[src/rtl/sie_tx_sequencer.sv]
// sie_tx_sequencer: turns token / data / handshake requests into a timed byte
// schedule (SYNC, PID, payload) for the SIE wrapper, one byte per BYTE_PERIOD
// clocks, each with a one-clock load_SIE strobe, followed by GAP_SLOTS idle slots.
// Optional build macro SIE_SEQ_CRC16_PAD_EN: when defined, data packets append
// two zero CRC16 pad bytes; when undefined they end after the last DATA byte.
module sie_tx_sequencer #(
  parameter int BYTE_PERIOD = 8,
  parameter int GAP_SLOTS   = 2,
  parameter int LEN_W       = 7
) (
  input  logic             clock,
  input  logic             reset,
  input  logic             req_valid,
  output logic             req_ready,
  input  logic [1:0]       req_kind,
  input  logic [3:0]       req_pid,
  input  logic [6:0]       req_addr,
  input  logic [3:0]       req_endp,
  input  logic [LEN_W-1:0] req_len,
  input  logic             dat_valid,
  input  logic [7:0]       dat_byte,
  output logic             dat_ready,
  output logic             load_SIE,
  output logic [7:0]       parallel_ip,
  output logic             busy,
  output logic             done,
  output logic             seq_error
);

  localparam int CNT_W = $clog2(BYTE_PERIOD);
  localparam int GAP_W = (GAP_SLOTS > 1) ? $clog2(GAP_SLOTS) : 1;
  localparam logic [CNT_W-1:0] SLOT_LAST = CNT_W'(BYTE_PERIOD - 1);
  localparam logic [GAP_W-1:0] GAP_LAST  = GAP_W'((GAP_SLOTS > 0) ? GAP_SLOTS - 1 : 0);
  localparam logic [7:0]       SYNC_BYTE = 8'b1000_0000;

  typedef enum logic [3:0] {
    S_IDLE, S_SYNC, S_PID, S_TOK1, S_TOK2, S_DATA, S_CRC1, S_CRC2, S_GAP
  } state_e;

  typedef enum logic [1:0] {
    K_TOKEN = 2'b00, K_DATA = 2'b01, K_HAND = 2'b10, K_RSVD = 2'b11
  } kind_e;

  // Where a packet goes once its last byte slot ends.
  localparam state_e END_STATE = (GAP_SLOTS == 0) ? S_IDLE : S_GAP;

`ifdef SIE_SEQ_CRC16_PAD_EN
  localparam state_e AFTER_DATA = S_CRC1;
`else
  localparam state_e AFTER_DATA = S_GAP;
`endif

  state_e           state_q, state_d;
  kind_e            kind_q, kind_d;
  logic [CNT_W-1:0] cnt_q, cnt_d;
  logic [GAP_W-1:0] gap_q, gap_d;
  logic [3:0]       pid_q, pid_d;
  logic [6:0]       addr_q, addr_d;
  logic [3:0]       endp_q, endp_d;
  logic [LEN_W-1:0] rem_q, rem_d;
  logic             load_q, load_d;
  logic [7:0]       pip_q, pip_d;
  logic             err_q, err_d;

  state_e     nxt_byte;   // S_GAP here means "packet complete"
  logic [7:0] nxt_val;
  logic       slot_end;
  logic       in_bytes;

  assign slot_end = (cnt_q == SLOT_LAST);
  assign in_bytes = (state_q != S_IDLE) && (state_q != S_GAP);

  // Successor of the current byte state, decided from the captured request.
  always_comb begin
    // NOTE: every always_comb output gets a default first so no path can infer a latch.
    nxt_byte = S_GAP;
    unique case (state_q)
      S_SYNC: nxt_byte = S_PID;
      S_PID: begin
        unique case (kind_q)
          K_TOKEN: nxt_byte = S_TOK1;
          K_DATA:  nxt_byte = (rem_q != '0) ? S_DATA : AFTER_DATA;
          default: nxt_byte = S_GAP;
        endcase
      end
      S_TOK1: nxt_byte = S_TOK2;
      S_DATA: nxt_byte = (rem_q != '0) ? S_DATA : AFTER_DATA;
      S_CRC1: nxt_byte = S_CRC2;
      default: nxt_byte = S_GAP;
    endcase
  end

  // Byte value for the next non-payload slot.
  always_comb begin
    nxt_val = 8'h00;
    unique case (nxt_byte)
      S_PID:   nxt_val = {~pid_q, pid_q};
      S_TOK1:  nxt_val = {endp_q[0], addr_q};
      S_TOK2:  nxt_val = {5'b0_0000, endp_q[3:1]};
      default: nxt_val = 8'h00;
    endcase
  end

  // Next-state logic: request capture, slot timing, payload fetch and gap.
  always_comb begin
    state_d = state_q;
    kind_d  = kind_q;
    cnt_d   = cnt_q;
    gap_d   = gap_q;
    pid_d   = pid_q;
    addr_d  = addr_q;
    endp_d  = endp_q;
    rem_d   = rem_q;
    load_d  = 1'b0;
    pip_d   = pip_q;
    err_d   = 1'b0;
    unique case (state_q)
      S_IDLE: begin
        if (req_valid) begin
          kind_d = kind_e'(req_kind);
          pid_d  = req_pid;
          addr_d = req_addr;
          endp_d = req_endp;
          rem_d  = req_len;
          cnt_d  = '0;
          gap_d  = '0;
          if (kind_e'(req_kind) == K_RSVD) begin
            err_d = 1'b1;
          end else begin
            state_d = S_SYNC;
            load_d  = 1'b1;
            pip_d   = SYNC_BYTE;
          end
        end
      end
      S_GAP: begin
        cnt_d = cnt_q + 1'b1;
        if (slot_end) begin
          cnt_d = '0;
          if (gap_q == GAP_LAST) begin
            state_d = S_IDLE;
            gap_d   = '0;
          end else begin
            gap_d = gap_q + 1'b1;
          end
        end
      end
      default: begin
        cnt_d = cnt_q + 1'b1;
        if (slot_end) begin
          cnt_d = '0;
          gap_d = '0;
          unique case (nxt_byte)
            S_GAP: state_d = END_STATE;
            S_DATA: begin
              if (dat_valid) begin
                state_d = S_DATA;
                load_d  = 1'b1;
                pip_d   = dat_byte;
                rem_d   = rem_q - 1'b1;
              end else begin
                // Underrun: abandon the packet without loading anything.
                state_d = END_STATE;
                err_d   = 1'b1;
              end
            end
            default: begin
              state_d = nxt_byte;
              load_d  = 1'b1;
              pip_d   = nxt_val;
            end
          endcase
        end
      end
    endcase
  end

  // State and output registers with synchronous reset.
  always_ff @(posedge clock) begin
    // NOTE: sequential state uses non-blocking assignments so every flop samples pre-edge values.
    if (reset) begin
      state_q <= S_IDLE;
      kind_q  <= K_TOKEN;
      cnt_q   <= '0;
      gap_q   <= '0;
      pid_q   <= '0;
      addr_q  <= '0;
      endp_q  <= '0;
      rem_q   <= '0;
      load_q  <= 1'b0;
      pip_q   <= 8'h00;
      err_q   <= 1'b0;
    end else begin
      state_q <= state_d;
      kind_q  <= kind_d;
      cnt_q   <= cnt_d;
      gap_q   <= gap_d;
      pid_q   <= pid_d;
      addr_q  <= addr_d;
      endp_q  <= endp_d;
      rem_q   <= rem_d;
      load_q  <= load_d;
      pip_q   <= pip_d;
      err_q   <= err_d;
    end
  end

  assign req_ready   = (state_q == S_IDLE);
  assign busy        = (state_q != S_IDLE);
  assign dat_ready   = in_bytes && slot_end && (nxt_byte == S_DATA);
  assign done        = in_bytes && slot_end && (nxt_byte == S_GAP);
  assign load_SIE    = load_q;
  assign parallel_ip = pip_q;
  assign seq_error   = err_q;

endmodule

[config.mk]
export PLATFORM = sky130hd
export DESIGN_NAME = sie_tx_sequencer
export DESIGN_NICKNAME = d
export VERILOG_FILES = /design/src/rtl/sie_tx_sequencer.sv
export SDC_FILE = /design/constraint.sdc
export NUM_CORES = 1
export LEC_CHECK = 0
export CAP_MARGIN = 20
export CORE_MARGIN = 2
export CORE_UTILIZATION = 40
export CTS_CLUSTER_DIAMETER = 60
export DETAILED_ROUTE_END_ITERATION = 16
export PLACE_DENSITY = 0.72
export SKIP_CTS_REPAIR_TIMING = 1
export SLEW_MARGIN = 0
export SYNTH_ARGS = -nofsm -noshare
export SYNTH_HDL_FRONTEND = slang
export SYNTH_SLANG_ARGS = --single-unit
[constraint.sdc]
create_clock -name clock -period 2.3 [get_ports clock]
set_clock_uncertainty 0.2 [all_clocks]
set_input_delay 0.46 -clock clock [delete_from_list [all_inputs] [get_ports clock]]
set_output_delay 0.46 -clock clock [all_outputs]
set_load 0.01 [all_outputs]
# Word-level counts from Yosys, hierarchy flattened
# Cells that the tools add are included.
[word_totals] latch_bits=0 ram_bits=0 wordCells=96 inputBits=36 memories=0 regBits=42 romBits=0 out_inout_bits=14
[classes] n_reduce_logical=16 eq_ne=21 n_div=0 n_mul=0 n_shift=0 n_addsub=3 n_mux=43 n_lt_le_gt_ge=0 bitwise_logic=2
[ops] cell="8-bit two-way mux" count=4
[ops] cell="8-bit one-hot mux with 2 select lines" count=2
[ops] cell="4-bit two-way mux" count=7
[ops] cell="7-bit two-way mux" count=4
[ops] cell="4-bit one-hot mux with 2 select lines" count=3
[ops] cell="8-bit one-hot mux with 3 select lines" count=1
[ops] cell="4-bit one-hot mux with 5 select lines" count=1
[ops] cell="4-bit by 2-bit equality test with 1-bit output, second input constant" count=4
[ops] cell="4-bit by 3-bit equality test with 1-bit output, second input constant" count=4
[ops] cell="7-bit one-hot mux with 2 select lines" count=1
[ops] cell="1-bit two-way mux" count=13
[ops] cell="2-bit != test, second input constant" count=5
[ops] cell="5-bit AND reduction" count=2
[ops] cell="3-bit two-way mux" count=3
[ops] cell="4-bit equality test, second input constant" count=2
[ops] cell="1-bit one-hot mux with 2 select lines" count=4
[ops] cell="7-bit nonzero test" count=1
[ops] cell="7-bit by 1-bit subtractor with 7-bit output, second input constant" count=1
[ops] cell="6-bit AND reduction" count=1
[ops] cell="2-bit nonzero test" count=3
[ops] cell="4-bit by 1-bit equality test with 1-bit output, second input constant" count=1
[ops] cell="1-bit logical AND" count=4
[ops] cell="4-bit zero test" count=1
[ops] cell="4-bit != test, second input constant" count=1
[ops] cell="12 further kinds" count=12

# Logic depth before layout (Yosys ltp)
# Gate-level depths: netlist of the first run.
[depth] word_depth=9 depth_mapped=9 mapped_depth_nobuf=8

# Least setup slack after synthesis of the first run
# OpenSTA, ideal clock, no wires.
[synth_path] path_kind="register to register" start="register rem_q[0]" end="register state_q[2]" required_time_ns=1.985 synth_period_minus_slack_ns=2.231 path_buffers=1 stages_incl_launch_ff=10 arrival_time_ns=1.916 setup_time_ns=0.115 setup_slack_ns=0.069 path_cell_list="dfxtp_1 inv_1 ha_1 nor3b_1 a21oi_1 nand2_2 a2111o_1 buf_6 a22o_1 and2_1"
[synth_via] elab_chain_cells=8 word_cells_on_any_way=9 cone_classes="eq/ne: 2; mux: 6; reduce/logical: 1"
[synth_lines] element="start: declaration" line="60" rtl="logic [LEN_W-1:0] rem_q, rem_d;"
[synth_lines] element="start signal: assignment" line="201" rtl="rem_q <= rem_d;"
[synth_lines] element="7-bit nonzero test (*)" line="82, 87"
[synth_lines] element="4-bit two-way mux (*)" line="82, 87"
[synth_lines] element="4-bit one-hot mux with 2 select lines" line="80" rtl="unique case (kind_q)"
[synth_lines] element="4-bit one-hot mux with 5 select lines (*)" line="77" rtl="unique case (state_q)"
[synth_lines] element="4-bit by 3-bit equality test with 1-bit output / 4-bit equality test (equally long branches)" line="153" rtl="unique case (nxt_byte)"
[synth_lines] element="4-bit one-hot mux with 2 select lines (*)" line="153"
[synth_lines] element="4-bit two-way mux (*)" line="150" rtl="if (slot_end) begin"
[synth_lines] element="4-bit one-hot mux with 2 select lines (*)" line="117" rtl="unique case (state_q)"
[synth_lines] element="end signal: assignment" line="194" rtl="state_q <= state_d;"
[synth_lines] element="end: declaration" line="53" rtl="state_e state_q, state_d;"
# Mark *: on every way between the ends. The rest lies on a longest branch, timed or not. The select of a mux whose other input is x is not followed.
# A chain may end at the register's enable or synchronous reset.

# Worst setup path in the final report of the first run
[layout_path] start="register state_q[0]" end="register pip_q[7], in the netlist parallel_ip[7]"
[layout_via] elab_chain_cells=7 word_cells_on_any_way=24 cone_classes="eq/ne: 15; mux: 5; bitwise: 1; reduce/logical: 3"
[layout_lines] element="4-bit by 3-bit equality test with 1-bit output, or another cell as far along" line="77"
[layout_lines] element="4-bit one-hot mux with 5 select lines" line="77"
[layout_lines] element="4-bit by 3-bit equality test with 1-bit output / 4-bit by 2-bit equality test with 1-bit output (equally long branches)" line="96" rtl="unique case (nxt_byte)"
[layout_lines] element="8-bit one-hot mux with 3 select lines" line="96"
[layout_lines] element="8-bit one-hot mux with 2 select lines" line="153"
[layout_lines] element="8-bit two-way mux" line="150"
[layout_lines] element="8-bit one-hot mux with 2 select lines" line="117"
[layout_lines] element="end signal: assignment" line="203" rtl="pip_q <= pip_d;"
[layout_lines] element="end: declaration" line="62" rtl="logic [7:0] pip_q, pip_d;"
# Parallel ways exist; a longest one is shown, timed or not. The select of a mux whose other input is x is not followed.

==> summary.txt, run 1 <==
Iter 0 DRT Violations = 181
Root buffer selected by CTS = clkbuf_8
Die Ht = 79.3 um
Critical Path Most Common Cell = buf_6
Placer Congestion = 0.902
Mapped Cells = 281
TNS Setup = -0.0156 ns
Core area = 5510 sq um
Number of global-route vias before repair = 2160
Critical Path Start = state_q[0]
Achievable Freq = 432 MHz
Netlist cell types = 60
Buffers added on ports = 49
Fillers = 487
Min cycle time layout = 2.32 ns
Cells along the critical path = buf_6 -> or3b_4 -> a21oi_4 -> o221ai_4 -> a2111o_1 -> buf_6 -> a21oi_2 -> a211oi_2
Hold crit path type = reg -> reg
Endpoints failing setup = 1
Peak VDD IR = 0.000320 V
Clock tree sinks = 42
Crit path launch type = register
All-Layer GR Usage = 20.0%
Relative max-transition margin = 74.5%
Clock Latency Late Sink = 0.30 ns
Initial Util = 41.2%
Fin nets = 404
H-tree Lvls = 2
Total wire length = 6480 um
Pin count of the biggest net entering global routing = 30
Net Count, Synth = 321
Slew Viols, Final = 0
Asr flop ratio synth = 0%
Seq/Total Area, Yosys = 37.1%
Number of routed nets with antenna violations = 0
Crit Path Max Fanout = 6
Ys flop type = dfxtp_1
DP Area = 3070 sq um
Die X = 79.3 um
Total Power = 1.82 mW
First-pass GRT wire length = 10000 um
Mapped Area = 2270 sq um
LEAKAGE = 1.27 nW
Cell with the largest stage delay on the worst path = a2111o_1
Hold path start = endp_q[2]
WP data arrival = 2.30 ns
Share of post-route cells with drive strength above 1 = 28.8%
Post-route cell area = 3380 sq um
Post-synth EDFFs = 0
Layout area overhead = 48.9%
Setup CP Type = reg -> reg
Worst-Margin Slew = 0.381 ns
Most common cell after layout, fill and taps aside = clkdlybuf4s50_1
Crit-path max cell delay = 0.43 ns
CTS buffer count = 5
Io pins = 50
Clock slew at reported path FFs = 0.09 ns
Final Hold Fails = 0
Synthesized area per cell = 8.07 sq um
Reg-to-reg startpoint = state_q[0]
Final setup margin = -0.0156 ns
Gr ovfl total = 0
Antenna cells = 0
Vias per cell = 5.41
Final worst path period share = 101%
Vias = 2366
TritonCTS clock tree = built
# DRC = 0
Die area = 6290 sq um
Violated checks = setup timing
Req. time, crit path = 2.29 ns
Clock buffer depth = 2
Outcome = finished, violations left
Row count = 27
Synth warnings = 0
Synthesized flop and latch total = 42
Pwr Density = 539 nW/um^2
WL/cell = 14.8 um
Multi-input gate area = 1460 sq um
Initial antenna violation count = 0
Most frequent cells in the layout = clkdlybuf4s50_1 (45), nand2_1 (43), buf_4 (37)
Max-cap violation count = 0
RSZ-0062 raised after global routing = yes
DR pass1 iterations = 4
Dpl hpwl = 4610 um
Setup crit end kind = register
Register area = 851 sq um
stage by stage:
| step | cells | utilization (%) | hold WS [ns] | worst slack, ns |
|---|---|---|---|---|
| floorplan | 281 | - | 0.236 | 0.0686 |
| global placement | 426 | 55.7 | 0.243 | -0.188 |
| detailed placement | 426 | 55.7 | 0.251 | -0.197 |
| CTS | 434 | 57.4 | 0.264 | -0.529 |
| global route | 437 | 61.3 | 0.295 | -0.0881 |
| finish | 437 | 61.3 | 0.262 | -0.0156 |
registers in the layout, indices dropped and copies added (netlist names):
register     count
addr_q           7
cnt_q            3
endp_q           4
gap_q            1
kind_q           2
load_SIE         1
parallel_ip      8
pid_q            4
rem_q            7
seq_error        1
state_q          4
where the power goes:
part           internal, mW  leakage, nW  switching [mW]
sequential            0.776        0.347          0.0343
clock                 0.219       0.0447           0.284
combinational         0.266        0.877           0.242
total                  1.26         1.27           0.561
metal layers:
metal | vias to the layer above | wire length [um] | global-route usage, %
met5 | - | 0 | 0
met4 | 0 | 65 | 5.00
met3 | 8 | 238 | 3.86
met2 | 56 | 3270 | 33.7
met1 | 1123 | 2900 | 26.3
li1 | 1179 | - | -
area by class of cell:
class | instances | share of cell area [%]
well taps | 72 | 2.67
clock buffers | 5 | 2.04
inverters | 6 | 0.667
flip-flops and latches | 42 | 25.2
clock inverters | 3 | 0.741
multi-input cells | 216 | 43.3
repair buffers | 93 | 25.4
logic make-up (layout without fill, tap and decap cells):
group,Yosys count,in the layout,share of synthesized area (%)
compound gates,91,91,27.2
xor+xnor,1,1,0.386
fa+ha+maj,4,4,2.21
buf+inv,23,107,5.41
flops,42,42,37.1
mux,4,4,1.77
simple gates,116,116,25.9
worst max-delay path, delay by kind of cell, from the launching register on:
family,cells,cell delay [ns]
AOI/OAI and AO/OA,5,0.94
and+or+nand+nor,1,0.40
DFF,1,0.36
buffers and inverters,2,0.30
synth_stat cells, types with 4 or more instances:
library cell  count  area share (%)
mux2i_1           4             1.8
ha_1              4             2.2
buf_2             4            0.88
nand2_1          45             7.4
a211oi_1          7             2.3
clkbuf_1          7             1.2
nor2_1           28             4.6
o21ai_0           9             2.0
nor3_1           14             3.1
a221o_1           5             2.2
dfxtp_1          42              37
inv_1             5            0.83
nand2b_1          5             1.4
a21oi_1          43             9.5
and2_1            4             1.1
final timing paths:
path,end,slack (ns),cells after the start
hold reg to reg,endp_q[2],0.26,2
hold / removal,endp_q[2],0.26,2
setup / recovery,parallel_ip[7],-0.02,8
setup reg to reg,parallel_ip[7],-0.02,8
No activity file was read; power rests on OpenSTA's default activity.
==> run 2: changes to the inputs <==
--- a/config.mk
+++ b/config.mk
@@ -8,6 +8,7 @@
 export CAP_MARGIN = 20
 export CORE_MARGIN = 2
 export CORE_UTILIZATION = 40
+export CTS_BUF_LIST = sky130_fd_sc_hd__clkbuf_4
 export CTS_CLUSTER_DIAMETER = 60
 export DETAILED_ROUTE_END_ITERATION = 16
 export PLACE_DENSITY = 0.72
==> run 2 against run 1 <==
The flow still finishes with violations (setup timing). Largest cell class unchanged. Die area is the same. Register-to-register slack got worse by 0.07 ns. Final cell count grew 0.46%. Sequential share of layout area up 0.14 points. Via count increased by 0.63%. Global-route usage grew 0.072 points. Utilization shrank 0.43 points. Hold slack improved by 0.0068 ns. Total power shrank 5.0%. First-iteration DRC count fell by 6.1%. Non-clock buffer count up 2. Critical path depth increased by 3.
==> summary.txt, run 2 (synthesis gave the netlist of run 1 again) <==
Achievable Freq = 419 MHz
Io pins = 50
Clock Latency Late Sink = 0.38 ns
Max-cap violation count = 0
Fillers = 497
Endpoints failing setup = 11
Layout area overhead = 47.9%
Die X = 79.3 um
Clock tree sinks = 42
All-Layer GR Usage = 20.1%
CTS buffer count = 5
Root buffer selected by CTS = clkbuf_4
Worst hold slack = 0.268 ns
Setup CP Type = reg -> reg
Pwr Density = 516 nW/um^2
TNS Setup = -0.563 ns
Crit Path Max Fanout = 5
Antenna cells = 0
Row count = 27
Min cycle time layout = 2.38 ns
Inst Count DP = 426
Peak VDD IR = 0.000245 V
Pin count of the biggest net entering global routing = 30
Final setup margin = -0.0844 ns
LEAKAGE = 1.26 nW
H-tree Lvls = 2
DP Area = 3070 sq um
Post-route cell area = 3350 sq um
Vias per cell = 5.42
Final Hold Fails = 0
Max reg flops = 8
Initial antenna violation count = 0
Number of routed nets with antenna violations = 0
Crit path launch type = register
Share of post-route cells with drive strength above 1 = 29.2%
Violated checks = setup timing
Non-filler instance count after layout = 439
Die Ht = 79.3 um
Core area = 5510 sq um
Most common cell after layout, fill and taps aside = clkdlybuf4s50_1
Dpl hpwl = 4610 um
Outcome = finished, violations left
# DRC = 0
RSZ-0062 raised after global routing = yes
Fin nets = 406
TritonCTS clock tree = built
Final worst path period share = 104%
Die area = 6290 sq um
Iter 0 DRT Violations = 170
Total wire length = 6480 um
Most frequent cells in the layout = clkdlybuf4s50_1 (45), nand2_1 (43), buf_4 (39)
Initial Util = 41.2%
Vias = 2381
Setup crit end kind = register
Relative max-transition margin = 65.2%
First-pass GRT wire length = 9970 um
Number of global-route vias before repair = 2162
Placer Congestion = 0.902
WP data arrival = 2.45 ns
Gr ovfl total = 0
Req. time, crit path = 2.37 ns
Buffers added on ports = 49
Slew Viols, Final = 0
DR pass1 iterations = 4
Worst-Margin Slew = 0.522 ns
Clock buffer depth = 2
Clock slew at reported path FFs = 0.15 ns
Total Power = 1.73 mW
WL/cell = 14.8 um
Hold crit path type = reg -> reg
[run 2: critical path: stages, from the launching register on]
cell and delay (ns):
dfxtp_2 0.36, inv_2 0.04, ha_2 0.16, nor3b_4 0.15
buf_6 0.12, buf_4 0.14, a21oi_4 0.17, o221ai_4 0.15
a2111o_1 0.43, buf_6 0.17, a21oi_2 0.14, a211oi_2 0.06
[run 2: metrics by stage]
step	utilization [%]	worst slack, ns
2_1_floorplan	-	0.0686
4_1_cts	56.9	-0.618
5_1_grt	60.9	-0.147
3_5_place_dp	55.7	-0.197
3_3_place_gp	55.7	-0.188
6_report	60.9	-0.0844
[run 2: final timing paths]
| check | startpoint | to | slack, ns | cells after the start |
|---|---|---|---|---|
| max | rem_q[0] | parallel_ip[7] | -0.08 | 11 |
| min | endp_q[2] | endp_q[2] | 0.27 | 2 |
| max reg2reg | rem_q[0] | parallel_ip[7] | -0.08 | 11 |
| min reg2reg | endp_q[2] | endp_q[2] | 0.27 | 2 |
[run 2: layout make-up]
class                   count  area (sq um)  share of cell area [%]
repair buffers             95           872                    26.0
clock buffers               5          37.5                    1.12
well taps                  72          90.1                    2.69
flip-flops and latches     42           850                    25.3
clock inverters             3          25.0                   0.746
inverters                   6          22.5                   0.671
multi-input cells         216          1460                    43.5
[run 2: power breakdown]
part | internal, mW | switching [mW] | total, mW
combinational | 0.269 | 0.246 | 0.515
clock | 0.125 | 0.279 | 0.404
sequential | 0.776 | 0.0341 | 0.811
[run 2: metal layers]
layer / wire length (um) / share of wire, % / global-route usage (%)
met5: 0 / 0 / 0
met4: 82 / 1.3 / 7.24
met3: 207 / 3.2 / 3.18
met2: 3160 / 49 / 33.3
met1: 3030 / 47 / 26.4
==> run 3: changes to the inputs <==
--- a/config.mk
+++ b/config.mk
@@ -11,7 +11,9 @@
 export CTS_BUF_LIST = sky130_fd_sc_hd__clkbuf_4
 export CTS_CLUSTER_DIAMETER = 60
 export DETAILED_ROUTE_END_ITERATION = 16
+export GPL_ROUTABILITY_DRIVEN = 0
 export PLACE_DENSITY = 0.72
+export SETUP_SLACK_MARGIN = 0.4
 export SKIP_CTS_REPAIR_TIMING = 1
 export SLEW_MARGIN = 0
 export SYNTH_ARGS = -nofsm -noshare
==> run 3 against run 2 <==
The flow still finishes with violations (setup timing). Hold slack lost 0.0054 ns. Sequential power rose by 0.5%. Non-clock buffer count is 4 higher. Cell area up 3.9%. Critical path depth decreased by 4. Sequential share of layout area fell by 0.77 points. Total power up 6.9%. Die area is the same. Via count rose by 1.8%. Setup slack worse by 0.0038 ns. Register-to-register slack better by 0.05 ns. Highest routed layer unchanged.
==> summary.txt, run 3 (synthesis gave the netlist of run 1 again) <==
Post-route cell area = 3490 sq um
TritonCTS clock tree = built
Setup WS pre-CTS = -0.102 ns
Crit Path Max Fanout = 4
Req. time, crit path = 1.64 ns
Core area = 5510 sq um
Relative max-transition margin = 62.0%
Buffers added on ports = 49
Share of post-route cells with drive strength above 1 = 32.8%
Max reg flops = 8
Outcome = finished, violations left
CP top delay family = simple AND/OR/NAND/NOR gates
Clock tree sinks = 42
# DRC = 0
Number of global-route vias before repair = 2035
Die X = 79.3 um
WP data arrival = 1.73 ns
DR pass1 iterations = 4
GR Layer Usage met3 = 3.64%
Crit path launch type = register
Achievable Freq = 419 MHz
Final Hold Fails = 0
Die Ht = 79.3 um
Die area = 6290 sq um
GRT met1 Usage = 26.2%
Violated checks = setup timing
Fin nets = 411
First-pass GRT wire length = 9570 um
Cell with the largest stage delay on the worst path = dfxtp_2
Clock Latency Late Sink = 0.37 ns
Row count = 27
Min cycle time layout = 2.39 ns
Initial antenna violation count = 1
Vias = 2424
Worst-Margin Slew = 0.570 ns
Cells along the critical path = inv_2 -> ha_4 -> nor3b_4 -> a21oi_2 -> nand2_2 -> nor2_1 -> buf_2
CTS buffer count = 5
Setup crit end kind = output port
Most frequent cells in the layout = buf_4 (40), a21oi_1 (38), clkdlybuf4s50_1 (35)
All-Layer GR Usage = 19.4%
Worst hold slack = 0.263 ns
LEAKAGE = 1.45 nW
Dpl hpwl = 4340 um
Worst R2R Setup Slack = -0.03 ns
Root buffer selected by CTS = clkbuf_4
Hold crit path type = reg -> reg
Pin count of the biggest net entering global routing = 41
Setup CP Type = reg -> out
Final worst path period share = 104%
Clock buffer depth = 2
Top Usage Layer GRT = met2
Peak VDD IR = 0.000315 V
Clock slew at reported path FFs = 0.13 ns
Slew Viols, Final = 0
Gr ovfl total = 0
Vias per cell = 5.45
WL/cell = 15.3 um
Endpoints failing setup = 6
Total wire length = 6820 um
DP Area = 3090 sq um
H-tree Lvls = 2
Crit-path max cell delay = 0.36 ns
Initial Util = 41.2%
Pwr Density = 530 nW/um^2
Final setup margin = -0.0882 ns
Io pins = 50
Most common cell after layout, fill and taps aside = buf_4
CP bufs+invs = 2
RSZ-0062 raised after global routing = yes
Max-cap violation count = 0
Grt met2 use = 30.7%
Number of routed nets with antenna violations = 0
Iter 0 DRT Violations = 161
Layout area overhead = 53.7%
[run 3: report_power, final]
group | switching (mW) | total [mW] | internal (mW)
sequential | 0.0380 | 0.815 | 0.777
clock | 0.264 | 0.505 | 0.241
combinational | 0.249 | 0.528 | 0.279
[run 3: path summary, 6_finish.rpt]
| kind | endpoint | from | cells past startpoint |
|---|---|---|---|
| setup reg to reg | parallel_ip[3] | rem_q[0] | 10 |
| hold reg to reg | endp_q[1] | endp_q[1] | 2 |
| hold / removal | endp_q[1] | endp_q[1] | 2 |
| setup / recovery | dat_ready | rem_q[0] | 7 |
[run 3: metal layers]
layer | routed length [um] | part of all wire (%) | vias to the layer above
met1 | 2990 | 44 | 1150
met4 | 159 | 2.3 | 0
met5 | 0 | 0 | -
met3 | 319 | 4.7 | 12
met2 | 3350 | 49 | 64
li1 | - | - | 1198
[run 3: layout make-up]
cell class                      count  area, sq um
Fill cell                         460         2020
Sequential cell                    42          856
Antenna cell                        1         2.50
Clock buffer                        6         45.0
Clock inverter                      2         37.5
Timing Repair Buffer               99          957
Inverter                            6         22.5
Tap cell                           72         90.1
Multi-Input combinational cell    217         1480
[run 3: stage by stage]
step	util [%]	power, mW	TNS, ns	std cells
global route	63.3	1.93	-1.09	445
finish	63.3	1.85	-0.222	445
CTS	57.7	1.77	-1.58	432
global placement	56.2	1.27	-0.0526	424
floorplan	-	1.07	0	281
detailed placement	56.2	1.27	-0.428	424
[run 3: tightest hold or removal path, stage by stage, from the launching register on]
cell and delay [ns]:
dfxtp_1 0.33, nand2_1 0.05, a21oi_1 0.05
